--- src/rtl/jpeg_pkg.sv ---
// Shared JPEG front-end definitions: pixel/block geometry, packer state
// encoding and the signed DCT input sample type.
package jpeg_pkg;

  localparam int PIX_W        = 8;
  localparam int BLK_DIM      = 8;
  localparam int LEVEL_OFFSET = 128;

  typedef enum logic {
    IDLE   = 1'b0,
    ACTIVE = 1'b1
  } pk_state_e;

  typedef logic signed [PIX_W-1:0] dct_sample_t;

  // Subtracting 128 from an unsigned 8-bit value only flips the MSB.
  function automatic dct_sample_t level_shift(input logic [PIX_W-1:0] pix);
    return dct_sample_t'(pix ^ PIX_W'(LEVEL_OFFSET));
  endfunction

endpackage

--- src/rtl/dct_row_packer.sv ---
// Level-shifts a raster pixel stream and packs each 8 samples into a
// registered row vector for the row DCT, tracking row/block position.
module dct_row_packer
  import jpeg_pkg::*;
#(
  parameter int BLK_CNT_W = 16
) (
  input  logic                 clk,
  input  logic                 rst_n,
  input  logic                 pix_valid,
  input  logic [PIX_W-1:0]     pix_data,
  input  logic                 pix_sob,
  output logic                 pix_ready,
  output dct_sample_t          x0,
  output dct_sample_t          x1,
  output dct_sample_t          x2,
  output dct_sample_t          x3,
  output dct_sample_t          x4,
  output dct_sample_t          x5,
  output dct_sample_t          x6,
  output dct_sample_t          x7,
  output logic                 row_valid,
  output logic [2:0]           row_idx,
  output logic                 blk_first,
  output logic                 blk_last,
  output logic [BLK_CNT_W-1:0] blk_cnt,
  output logic                 err_sob,
  output logic                 drop
);

  localparam logic [2:0] LAST_IDX = 3'(BLK_DIM - 1);

  pk_state_e             state_r, state_nxt_s;
  logic [2:0]            col_r, col_nxt_s;
  logic [2:0]            row_r, row_nxt_s;
  dct_sample_t           stage_r [0:BLK_DIM-2];
  dct_sample_t           x_r     [0:BLK_DIM-1];
  dct_sample_t           sample_s;
  logic                  accept_s;
  logic                  store_s;
  logic [2:0]            store_idx_s;
  logic                  emit_s;
  logic                  blk_done_s;
  logic                  err_s;
  logic                  drop_s;
  logic                  pix_ready_r;
  logic                  row_valid_r;
  logic [2:0]            row_idx_r;
  logic                  blk_first_r;
  logic                  blk_last_r;
  logic [BLK_CNT_W-1:0]  blk_cnt_r;
  logic                  err_sob_r;
  logic                  drop_r;

  assign accept_s = pix_valid & pix_ready_r;
  assign sample_s = level_shift(pix_data);

  // Next-state and per-accept control decode.
  always_comb begin
    state_nxt_s = state_r;
    col_nxt_s   = col_r;
    row_nxt_s   = row_r;
    store_s     = 1'b0;
    store_idx_s = 3'd0;
    emit_s      = 1'b0;
    blk_done_s  = 1'b0;
    err_s       = 1'b0;
    drop_s      = 1'b0;
    if (accept_s) begin
      case (state_r)
        IDLE: begin
          if (pix_sob) begin
            state_nxt_s = ACTIVE;
            store_s     = 1'b1;
            col_nxt_s   = 3'd1;
            row_nxt_s   = 3'd0;
          end else begin
            drop_s = 1'b1;
          end
        end
        ACTIVE: begin
          if (pix_sob) begin
            // Restart: partial row discarded, this pixel opens a new block.
            err_s     = 1'b1;
            store_s   = 1'b1;
            col_nxt_s = 3'd1;
            row_nxt_s = 3'd0;
          end else if (col_r == LAST_IDX) begin
            emit_s    = 1'b1;
            col_nxt_s = 3'd0;
            if (row_r == LAST_IDX) begin
              blk_done_s  = 1'b1;
              row_nxt_s   = 3'd0;
              state_nxt_s = IDLE;
            end else begin
              row_nxt_s = row_r + 3'd1;
            end
          end else begin
            store_s     = 1'b1;
            store_idx_s = col_r;
            col_nxt_s   = col_r + 3'd1;
          end
        end
        default: begin
          state_nxt_s = IDLE;
        end
      endcase
    end else begin
      state_nxt_s = state_r;
    end
  end

  // Control state, position counters and ready.
  always_ff @(posedge clk or negedge rst_n) begin
    if (!rst_n) begin
      state_r     <= IDLE;
      col_r       <= 3'd0;
      row_r       <= 3'd0;
      pix_ready_r <= 1'b0;
    end else begin
      state_r     <= state_nxt_s;
      col_r       <= col_nxt_s;
      row_r       <= row_nxt_s;
      pix_ready_r <= 1'b1;
    end
  end

  // Staging register for columns 0..6 of the row in progress.
  always_ff @(posedge clk or negedge rst_n) begin
    if (!rst_n) begin
      for (int i = 0; i < BLK_DIM - 1; i++) begin
        stage_r[i] <= 8'sd0;
      end
    end else begin
      for (int i = 0; i < BLK_DIM - 1; i++) begin
        if (store_s && (store_idx_s == 3'(i))) begin
          stage_r[i] <= sample_s;
        end
      end
    end
  end

  // Row output registers, block counter and status pulses.
  always_ff @(posedge clk or negedge rst_n) begin
    if (!rst_n) begin
      for (int i = 0; i < BLK_DIM; i++) begin
        x_r[i] <= 8'sd0;
      end
      row_valid_r <= 1'b0;
      row_idx_r   <= 3'd0;
      blk_first_r <= 1'b0;
      blk_last_r  <= 1'b0;
      blk_cnt_r   <= '0;
      err_sob_r   <= 1'b0;
      drop_r      <= 1'b0;
    end else begin
      if (emit_s) begin
        for (int i = 0; i < BLK_DIM - 1; i++) begin
          x_r[i] <= stage_r[i];
        end
        x_r[BLK_DIM-1] <= sample_s;
        row_idx_r      <= row_r;
      end
      if (blk_done_s) begin
        blk_cnt_r <= blk_cnt_r + BLK_CNT_W'(1);
      end
      row_valid_r <= emit_s;
      blk_first_r <= emit_s & (row_r == 3'd0);
      blk_last_r  <= emit_s & (row_r == LAST_IDX);
      err_sob_r   <= err_s;
      drop_r      <= drop_s;
    end
  end

  assign pix_ready = pix_ready_r;
  assign x0        = x_r[0];
  assign x1        = x_r[1];
  assign x2        = x_r[2];
  assign x3        = x_r[3];
  assign x4        = x_r[4];
  assign x5        = x_r[5];
  assign x6        = x_r[6];
  assign x7        = x_r[7];
  assign row_valid = row_valid_r;
  assign row_idx   = row_idx_r;
  assign blk_first = blk_first_r;
  assign blk_last  = blk_last_r;
  assign blk_cnt   = blk_cnt_r;
  assign err_sob   = err_sob_r;
  assign drop      = drop_r;

endmodule

--- config.mk ---
export PLATFORM = sky130hd
export DESIGN_NAME = dct_row_packer
export DESIGN_NICKNAME = d
export VERILOG_FILES = /design/src/rtl/jpeg_pkg.sv /design/src/rtl/dct_row_packer.sv
export SDC_FILE = /design/constraint.sdc
export NUM_CORES = 1
export LEC_CHECK = 0
export BUFFER_PORTS_ARGS = -buffer_cell sky130_fd_sc_hd__buf_2
export CAP_MARGIN = 10
export CORE_UTILIZATION = 60
export CTS_CLUSTER_DIAMETER = 50
export DETAILED_ROUTE_END_ITERATION = 6
export GPL_ROUTABILITY_DRIVEN = 0
export PLACE_DENSITY = 0.83
export SLEW_MARGIN = 25
export SYNTH_ARGS = -nofsm -noshare
export SYNTH_HDL_FRONTEND = slang
export SYNTH_SLANG_ARGS = --single-unit
--- constraint.sdc ---
create_clock -name clk -period 3.6 [get_ports clk]
set_input_delay 0.18 -clock clk [delete_from_list [all_inputs] [get_ports clk]]
set_output_delay 0.18 -clock clk [all_outputs]
set_load 0.01 [all_outputs]
### After elaboration in Yosys (flattened, before gate mapping)

Index checks and enable logic that the tools add are counted.

* input port bits: 12
* flip-flop bits (word level): 152
* logic and storage cells: 91
* output and inout bits: 89

* mux-type cells: 36
* equality and inequality tests: 10
* bitwise logic cells: 5
* add/sub/neg operators: 3
* reduce and logical (&&, ||, !) cells: 11

Operators with widths (count)
* $mux 3: 11
* $mux 1: 21
* $add 16x1->16 const B: 1
* $eq 3x3->1 const B: 5
* $pmux 3 s2: 2
* $logic_and 1x1->1: 7
* $add 3x1->3 const B: 2
* $eq 3x2->1 const B: 2
* $logic_not 3->1: 2
* $pmux 1 s2: 2
* $and 1x1->1: 3
* $eq 3x1->1 const B: 1
* $ne 3x2->1 const B: 1
* $reduce_and 3->1: 1
* $ne 2x2->1 const B: 1
* $not 1->1: 2
* $reduce_and 2->1: 1

### Depth between registers and ports, before layout

* word-level depth: 7
* depth in mapped cells: 8

### Worst setup path after synthesis

Ideal clock, no wire load.

* path kind: reg-to-reg
* start: register col_r[1]
* end: register stage_r[10] (netlist name)
* path buffers: 1
* setup time: 0.125 ns
* cell stages (with the launch flop): 8
* setup slack: 1.425 ns
* data arrival time: 2.050 ns
* path through: dfrtp_1 -> ha_1 -> ha_1 -> buf_4 -> nand2b_1 -> nor2_1 -> nand4b_4 -> mux2_2

* cells in the longest elaborated chain, start to end: 7

Ends and longest elaborated chain
* start: declaration: line dct_row_packer.sv:34 `logic [2:0] col_r, col_nxt_s;`
* start signal: assignment: line dct_row_packer.sv:122 `col_r <= col_nxt_s;`
* $eq 3x3->1: line dct_row_packer.sv:88 `end else if (col_r == LAST_IDX) begin`
* $mux 3: line dct_row_packer.sv:88
* $mux 3: line dct_row_packer.sv:82 `if (pix_sob) begin`
* $mux 3: line dct_row_packer.sv:70 `case (state_r)`
* $mux 3: line dct_row_packer.sv:69 `if (accept_s) begin`
* $eq 3x3->1: line dct_row_packer.sv:136 `if (store_s && (store_idx_s == 3'(i))) begin`
* $logic_and 1x1->1 (*): line dct_row_packer.sv:136
* end signal: indexed assignment: line dct_row_packer.sv:137 `stage_r[i] <= sample_s;`
* end: declaration: line dct_row_packer.sv:36 `dct_sample_t stage_r [0:BLK_DIM-2];`

Mark *: on every way between the ends. The rest lies on a longest branch, timed or not.
A chain may end at the register's enable or synchronous reset.

### Worst setup path in the final report

* start: register col_r[1]
* end: register stage_r[53] (netlist name)

* cells in the longest elaborated chain, start to end: 7

Ends and longest elaborated chain (line)
* $eq 3x3->1: dct_row_packer.sv:88
* $mux 3: dct_row_packer.sv:88
* $mux 3: dct_row_packer.sv:82
* $mux 3: dct_row_packer.sv:70
* $mux 3: dct_row_packer.sv:69
* $logic_not 3->1: dct_row_packer.sv:136
* $logic_and 1x1->1 (*): dct_row_packer.sv:136

Marks and branches as above.

==> out/qor.txt <==
Port Buffers: 100
pre-CTS setup slack: 1.123 ns
CP most frequent cell: ha_1
total global routing track utilization: 27.06%
reg-to-reg slack, setup: 1.06 ns
total core area: 9774 sq um
total number of cells along the worst setup path: 6
warning count from the yosys run: 0
worst path arrival time: 2.95 ns
class of the most critical setup path: reg -> reg
type of the worst min-delay path: in -> reg
vias in the first global route: 4203
placement row count: 36
Unique masters post-synth: 42
capturing instance or port of the critical path: stage_r[53]
H-Tree Depth: 4
clock tree from TritonCTS: done
number of instances in the synthesized netlist: 536
crit path launch type: flip-flop
total global routing overflow: 0
DR WL/cell: 16.38 microns
area of the die: 10510 sq um
Via-to-Cell Ratio: 5.412
number of max-capacitance violations reported: 0
post-synthesis average cell area: 11.31 sq um
share of the clock period used by the worst path: 70.55%
shortest period the worst path allows: 2.540 ns
cell area after synthesis: 6060 sq um
buffer depth of the longest clock path: 2
Residual DRC: 0
capture point of the worst reg-to-reg path: stage_r[53]
fraction of post-synthesis cell area in the top cell type by area: 62.77%
launching instance or port of the critical path: col_r[1]
worst flop-to-flop path startpoint: col_r[1]
CTS root buffer: clkbuf_8
Critical Path Slowest Stage Cell: dfrtp_1
DIE HEIGHT: 102.5 microns
number of cells in the finished layout apart from fillers: 792
RSZ-0062 raised after global routing: no
Leak Pwr: 0.004125 uW
final worst hold slack: 0.02199 ns
die boundary width: 102.5 microns
antenna violations before repair: 0
number of cells traversed by the worst hold path: 2
number of register bits inferred by synthesis: 152
placed inst area: 6673 sq um
Crit path largest cell delay: 0.47 ns
number of top-level pins: 101
pin count of the biggest net entering global routing: 104
maximum clock frequency: 0.3938 GHz
total count of hold-check failures in the final report: 0
number of post-CTS setup repair buffers: 0
first-pass GRT wire length: 20.94 mm
number of enable-type register cells in the synthesized netlist: 0
# diodes: 0
number of endpoints failing setup at the final stage: 0
worst slew margin relative to its limit: 39.15%
sort of element at the end of the critical path: flip-flop
PnR worst setup slack: 1.060 ns
1st-iter DRT viols: 216
Pre-antenna DRT Iters: 4
outcome: finished clean
final-report max-slew violation count: 0
kind of cell adding the most delay to the critical path: simple AND/OR/NAND/NOR gates
hold path start: pix_sob
worst slew pin tran: 0.9128 ns
Area Overhead vs Synth: 21.39%
pwr dens: 591.3 nW/um^2
clk_skew: 0.01126 ns
Crit Path Max Fanout: 11
net count after synthesis: 556
TritonCTS Buffers: 17
ordered cell list for the critical path: ha_1, ha_1, nand2b_1, nor2_1, nor3_4, mux2_2
DR vias: 4286
final net count: 667
dominant synthesized flop cell: dfrtp_1
most used standard cells in the synthesized netlist: nand2_1 (199), dfrtp_1 (152), mux2_2 (50)
sum of net half-perimeters after detailed placement: 7.989 mm
worst supply voltage drop on vdd: 0.3398 mV
sequential fraction of the synthesis area: 62.77%
ANT nets after route: 0
buffers and inverters on the worst path: 0
Post-Route WL: 12.97 mm
clock insertion delay at the later pin of the skew report: 0.53 ns
share of cells above drive strength 1: 29.74%
Async S/R FF share, synth: 100.0%
cell total after placement: 752
library cell with the highest instance count after synthesis: nand2_1
Yosys top cell by area: dfrtp_1
summed area of non-filler cells in the final layout: 7356 sq um
setup_tns: 0 ns
Register-to-Register Path Depth: 6
number of sinks driven by the clock tree: 152
clock-pin slew on the worst setup and hold paths: 0.06 ns
Area contributors post-synth: dfrtp_1 (63%), nand2_1 (12%), mux2_2 (9.3%), xnor2_1 (1.7%), ha_1 (1.7%)
starting density of the core: 61.99%
Crit path required time: 4.01 ns
quantity of gates resized following cts: 0
-- final cells by class --
class | instances | area (sq um)
Clock buffer | 20 | 445.4
Clock inverter | 11 | 147.6
Fill cell | 646 | 2419
Inverter | 12 | 45.04
Multi-Input combinational cell | 351 | 2121
Sequential cell | 152 | 3804
Tap cell | 133 | 166.4
Timing Repair Buffer | 113 | 626.9
-- flip-flops by register name, indices dropped and copies added, names as in the netlist --
name,count
col_r,3
x0,8
x4,8
blk_last,1
stage_r,56
blk_first,1
x7,8
row_r,3
row_valid,1
x5,8
x6,8
err_sob,1
state_r,1
blk_cnt,16
x1,8
x3,8
x2,8
row_idx,3
drop,1
pix_ready,1
-- worst min-delay path by stage --
stage	endpoint	slack, ns
6_report	drop	0.02
5_1_grt	drop	0.02
4_1_cts	drop	0.001
3_5_place_dp	blk_cnt[11]	0.34
3_3_place_gp	blk_cnt[12]	0.33
2_1_floorplan	blk_cnt[0]	-0.12
-- logic make-up (layout without fill, tap and decap cells) --
group | after synthesis | in the layout | share of synthesized area [%]
buf+inv | 33 | 156 | 2.271
simple gates | 248 | 248 | 18.54
mux | 55 | 55 | 10.12
xor+xnor | 15 | 15 | 2.168
compound gates | 24 | 24 | 2.416
flops | 152 | 152 | 62.77
fa+ha+maj | 8 | 8 | 1.652
other cells | 1 | 1 | 0.06189
-- worst reg2reg max path, stage by stage (launching register included) --
cell,delay (ns)
dfrtp_1,0.47
ha_1,0.28
ha_1,0.47
nand2b_1,0.34
nor2_1,0.14
nor3_4,0.35
mux2_2,0.38
-- layer usage --
layer	up-vias	part of all wire, %	GRT usage (%)	wire length [microns]
li1	1978	-	-	-
met1	2167	43	35.97	5607
met2	116	50	42.62	6520
met3	25	4.6	6.644	593
met4	0	2.0	12.09	253
met5	-	0	0	0
-- where the power goes --
group / switching (uW) / internal (uW)
Clock: 674 / 1090
Sequential: 149 / 1960
Combinational: 240 / 235
Total: 1060 / 3290
-- placed cells by master, fill, tap and decap left out, types with 4 or more instances in the layout --
| cell type | count |
|---|---|
| nand2_1 | 198 |
| dfrtp_1 | 152 |
| buf_2 | 99 |
| mux2_2 | 50 |
| clkbuf_16 | 16 |
| o21ai_0 | 15 |
| xnor2_1 | 12 |
| inv_1 | 11 |
| and3_1 | 9 |
| dlygate4sd3_1 | 9 |
| ha_1 | 8 |
| nand4_1 | 6 |
| nand3_1 | 5 |
| mux2i_1 | 5 |
| buf_4 | 4 |
-- through the flow --
stage          power (uW)  utilization [%]
6_report             4350            75.26
5_1_grt              4513            75.26
4_1_cts              4364            75.26
3_5_place_dp         2593            68.27
3_3_place_gp         2550            68.27
2_1_floorplan        2401                -
-- what timing repair did --
item / in CTS / in global routing
endpoints found under the setup margin: 0 / 0
hold buffers: 9 / 0
hold endpoints to repair: 112 / 0
Note: power is estimated with default switching activity, not from simulation.
